==> config.mk <==
export PLATFORM = sky130hd
export DESIGN_NAME = ifid_pipe_reg
export DESIGN_NICKNAME = d
export VERILOG_FILES = /design/src/rtl/ifid_pipe_reg.sv
export SDC_FILE = /design/constraint.sdc
export NUM_CORES = 1
export LEC_CHECK = 0
export CAP_MARGIN = 20
export CELL_PAD_IN_SITES_DETAIL_PLACEMENT = 1
export CELL_PAD_IN_SITES_GLOBAL_PLACEMENT = 1
export CORE_MARGIN = 3
export CORE_UTILIZATION = 28
export CTS_CLUSTER_SIZE = 24
export DETAILED_ROUTE_END_ITERATION = 6
export PLACE_DENSITY = 0.83
export SYNTH_ARGS = -nofsm -noshare
export SYNTH_HDL_FRONTEND = slang
export SYNTH_SLANG_ARGS = --single-unit
==> constraint.sdc <==
create_clock -name clk -period 2.4 [get_ports clk]
set_clock_uncertainty 0.1 [all_clocks]
set_input_delay 0.24 -clock clk [delete_from_list [all_inputs] [get_ports clk]]
set_output_delay 0.24 -clock clk [all_outputs]
set_load 0.05 [all_outputs]
==> src/rtl/ifid_pipe_reg.sv <==
// ---------------------------------------------------------------------------
// ifid_pipe_reg
//
// IF/ID pipeline register for the modified MIPS core. It captures the fetched
// instruction word and PC+4 on each rising clock edge and presents the
// instruction already split into every field view used by the decode stage
// (R, I, J, FR and FI formats). All views are driven at the same time. No
// opcode decoding is done here.
//
// Control priority on each rising edge: flush > stall (en=0) > load (en=1).
// A flush inserts a bubble: the instruction becomes NOP (all zeros), PC+4
// becomes 0 and valid becomes 0.
//
// Optional feature (macro IFID_DECODE_FLAGS_EN):
//   When the macro is defined, three more outputs appear: is_r, is_j and
//   is_fp. They are coarse format flags taken from the opcode and are forced
//   to 0 while the stage holds a bubble. When the macro is undefined, these
//   ports do not exist.
//
// Ports:
//   clk     in   1   pipeline clock, rising-edge active
//   rst_n   in   1   asynchronous active-low reset
//   pcp4    in  32   PC+4 from IF
//   ins     in  32   fetched instruction from IF
//   en      in   1   load enable; 0 holds contents (stall)
//   flush   in   1   synchronous bubble insert; wins over en
//   pcp4o   out 32   registered PC+4
//   op      out  6   instr[31:26]
//   rs_fmt  out  5   instr[25:21]  rs / fmt
//   rt_ft   out  5   instr[20:16]  rt / ft
//   rd_fs   out  5   instr[15:11]  rd / fs
//   sh_fd   out  5   instr[10:6]   shamt / fd
//   fun     out  6   instr[5:0]
//   im      out 16   instr[15:0]
//   im_se   out 32   im sign-extended
//   ad      out 26   instr[25:0] jump target (no PC bits added)
//   valid   out  1   1 = real instruction, 0 = bubble
//   is_r    out  1   (IFID_DECODE_FLAGS_EN only) op == SPECIAL
//   is_j    out  1   (IFID_DECODE_FLAGS_EN only) op == J or JAL
//   is_fp   out  1   (IFID_DECODE_FLAGS_EN only) op == COP1
// ---------------------------------------------------------------------------
module ifid_pipe_reg #(
    parameter int DATA_W = 32
) (
    input  logic              clk,
    input  logic              rst_n,
    input  logic [DATA_W-1:0] pcp4,
    input  logic [DATA_W-1:0] ins,
    input  logic              en,
    input  logic              flush,
    output logic [DATA_W-1:0] pcp4o,
    output logic [5:0]        op,
    output logic [4:0]        rs_fmt,
    output logic [4:0]        rt_ft,
    output logic [4:0]        rd_fs,
    output logic [4:0]        sh_fd,
    output logic [5:0]        fun,
    output logic [15:0]       im,
    output logic [31:0]       im_se,
    output logic [25:0]       ad,
`ifdef IFID_DECODE_FLAGS_EN
    output logic              is_r,
    output logic              is_j,
    output logic              is_fp,
`endif
    output logic              valid
);

    localparam logic [5:0] OP_SPECIAL = 6'b000000;
    localparam logic [5:0] OP_J       = 6'b000010;
    localparam logic [5:0] OP_JAL     = 6'b000011;
    localparam logic [5:0] OP_COP1    = 6'b010001;

    logic [DATA_W-1:0] ir_q;
    logic [DATA_W-1:0] pr_q;
    logic              v_q;

    // NOTE: the state registers use non-blocking assignments, so every
    // register samples the values from before the edge, whatever the order
    // of the statements.
    always_ff @(posedge clk or negedge rst_n) begin
        if (!rst_n) begin
            ir_q <= '0;
            pr_q <= '0;
            v_q  <= 1'b0;
        end else if (flush) begin
            ir_q <= '0;
            pr_q <= '0;
            v_q  <= 1'b0;
        end else if (en) begin
            ir_q <= ins;
            pr_q <= pcp4;
            v_q  <= 1'b1;
        end
    end

    // The field views are plain slices of IR. Every format is presented at
    // the same time, and decode picks the view it needs.
    assign pcp4o  = pr_q;
    assign op     = ir_q[31:26];
    assign rs_fmt = ir_q[25:21];
    assign rt_ft  = ir_q[20:16];
    assign rd_fs  = ir_q[15:11];
    assign sh_fd  = ir_q[10:6];
    assign fun    = ir_q[5:0];
    assign im     = ir_q[15:0];
    assign im_se  = {{16{ir_q[15]}}, ir_q[15:0]};
    assign ad     = ir_q[25:0];
    assign valid  = v_q;

`ifdef IFID_DECODE_FLAGS_EN
    // A bubble already holds IR=0, and that decodes as SPECIAL. The valid
    // gate keeps is_r low for bubbles.
    assign is_r  = v_q && (ir_q[31:26] == OP_SPECIAL);
    assign is_j  = v_q && ((ir_q[31:26] == OP_J) || (ir_q[31:26] == OP_JAL));
    assign is_fp = v_q && (ir_q[31:26] == OP_COP1);
`endif

endmodule

==> impl_metrics.json, run 1 <==
{
  "fin_setup_tns_ps": 0,
  "cts.sinks": 65,
  "drc": 0,
  "synth_area_leader_cell": "dfrtp_1",
  "cts_buffers": 9,
  "rows": 38,
  "rsz0062_at_grt": "false",
  "cap_violations": 0,
  "drtIter0Drc": 76,
  "p_leak_nw": 2.341,
  "antenna_found_initial": 0,
  "worst_slew_pin_slew_ps": 694.2,
  "syn_to_final_growth_pct": 59.05,
  "syn_area_sq_um": 3193,
  "swShare_pct": 34.02,
  "netlist.area_leader.share_pct": 50.94,
  "worstHoldPathType": "input pin to asynchronous set/reset pin",
  "max_stage_delay_ps": 920,
  "gp_congestion": 0.7130,
  "die_x_um": 112.8,
  "worstSetupPathType": "flop to output port",
  "place_ws_ps": 452.7,
  "ys_seq_area_share_pct": 50.94,
  "layout_common_cells": "clkdlybuf4s50_1 (199), nor2_1 (66), dfrtp_1 (65)",
  "io_pins": 207,
  "final_hold_viol_count": 0,
  "setup_viol": 0,
  "cts_root_buffer": "clkbuf_16",
  "critPathBufInv": 1,
  "cts_tree": "built",
  "wirelength_um": 9210,
  "path_cells": "clkdlybuf4s50_1",
  "power.switching_mw": 1.163,
  "die_h_um": 112.8,
  "diodes": 0,
  "p_int_mw": 2.256,
  "drv_slew": 0,
  "post-dp-hpwl_um": 6780,
  "first_global_vias": 2697,
  "end_kind": "output port",
  "status": "finished clean",
  "synth_fp_nets": 351,
  "core-area_sq_um": 10980,
  "fin_nets": 485,
  "finalCritPeriodShare_pct": 94.09,
  "critPathArrivalTime_ps": 1920,
  "crit_required_ps": 2060,
  "via_per_inst": 4.321,
  "cts_setup_buffers": 0,
  "yosysWarnings": 0,
  "worst_setup_path_start_kind": "flop",
  "crit_path_end": "rd_fs[4]",
  "start_util_pct": 29.07,
  "worst_r2r_path_depth": 2,
  "avgSynthCellArea_sq_um": 11.28,
  "final.setup.worst_slack_ps": 141.8,
  "drt-pass1-iter-count": 4,
  "cts_buffer_depth": 2,
  "port_buffers": 206,
  "p_per_area_nw_per_um2": 673.1,
  "h-tree-depth": 3,
  "pwr-share-clk_pct": 34.1,
  "critPathTopFamily": "buffers and inverters",
  "fin_crit_ps": 2258,
  "wl_per_cell_um": 16.42,
  "relSlewSlack_pct": 53.72,
  "grt_start_max_net_pins": 66,
  "synth_area_leaders": "dfrtp_1 (51%), mux2i_1 (20%), buf_4 (18%)",
  "ant_nets": 0,
  "vias": 2424,
  "critPathSlowestCell": "clkdlybuf4s50_1",
  "critical_path_depth": 1,
  "drive_gt1_share_pct": 4.751,
  "seq_power_share_pct": 35.5,
  "fmax_ghz": 0.4428,
  "die_area_sq_um": 12720,
  "synthCells": 283,
  "clk_latency_ps": 320,
  "crit_start": "ir_q[15]",
  "synth_seq_cells": 65,
  "clk_pin_slew_ps": 50,
  "timing.reg2reg.setup_slack_ps": 1280,
  "p_comb_share_pct": 30.4,
  "overflow": 0,
  "ir_drop_uv": 275.0,
  "synth.distinct_cells": 8,
  "r2r_end": "ir_q[15]",
  "final_common_cell": "clkdlybuf4s50_1",
  "crit-reg2reg-launch": "ir_q[15]",
  "grt_first_pass_wirelength_um": 14780,
  "cp_max_fo": 21,
  "grt_use_total_pct": 14.66
}
-- cells by family (layout without fill, tap and decap cells) --
kind of cell / after synthesis / count (layout) / synth area share, %
buffers and inverters: 88 / 226 / 21.24
flip-flops: 65 / 65 / 50.94
multiplexers: 64 / 64 / 20.06
AND/OR/NAND/NOR: 66 / 66 / 7.759
-- synthesized netlist by cell type, drive strengths merged --
master	number
nor2	66
mux2i	64
buf	83
clkbuf	5
dfrtp	65
-- metrics by stage --
step	cells	hold slack [ps]	power, mW	utilization (%)	cell area [sq um]
CTS	561	282.3	3.482	46.15	5069
global route	561	333.0	3.572	46.24	5079
finish	561	292.8	3.418	46.24	5079
detailed placement	545	101.9	2.281	43.65	4795
global placement	545	95.65	2.259	43.65	4795
floorplan	283	-155.6	1.946	-	3193
-- final cells by class --
cell class,instances,area (sq um)
well taps,140,175.2
clock buffers,12,246.5
fillers,1198,5904
flip-flops and latches,65,1627
multi-input cells,130,888.4
repair buffers,211,2125
clock inverters,3,17.52
-- sequential cells by signal (all words and copies together) (netlist names) --
| signal | count |
|---|---|
| valid | 1 |
| ir_q | 32 |
| pcp4o | 32 |
-- repair_timing --
| action | 4_1_cts | 5_1_grt |
|---|---|---|
| gates resized for setup | 0 | 4 |
| endpoints found under the hold margin | 16 | 0 |
| endpoints found under the setup margin | 0 | 20 |
| hold buffers | 1 | 0 |
-- how the worst min path moves through the flow --
| stage | endpoint | from | slack, ps |
|---|---|---|---|
| global placement | pcp4o[12] | rst_n | 100 |
| CTS | pcp4o[12] | rst_n | 280 |
| detailed placement | pcp4o[12] | rst_n | 100 |
| finish | pcp4o[14] | rst_n | 290 |
| global route | pcp4o[12] | rst_n | 330 |
| floorplan | ir_q[0] | rst_n | -160 |
-- power groups by stage --
stage	Clock [mW]	Combinational (mW)	Sequential (mW)
5_1_grt	1.26	1.09	1.22
3_3_place_gp	0	1.03	1.22
3_5_place_dp	0	1.05	1.23
2_1_floorplan	0	0.503	1.44
6_report	1.17	1.04	1.21
4_1_cts	1.22	1.05	1.21
-- metal layers --
metal	up-vias	track usage (%)	wire length, um
met5	-	0	0
met4	0	5.689	111
met3	8	5.882	961
met2	131	25.24	4714
met1	1182	16.19	3423
li1	1103	-	-
(Power assumes the default switching activity.)
==> run 2: changes to the inputs <==
SLEW_MARGIN = 20   (was default)
==> results of run 2 <==
Final layout, timing and power as in run 1 (identical DEF).
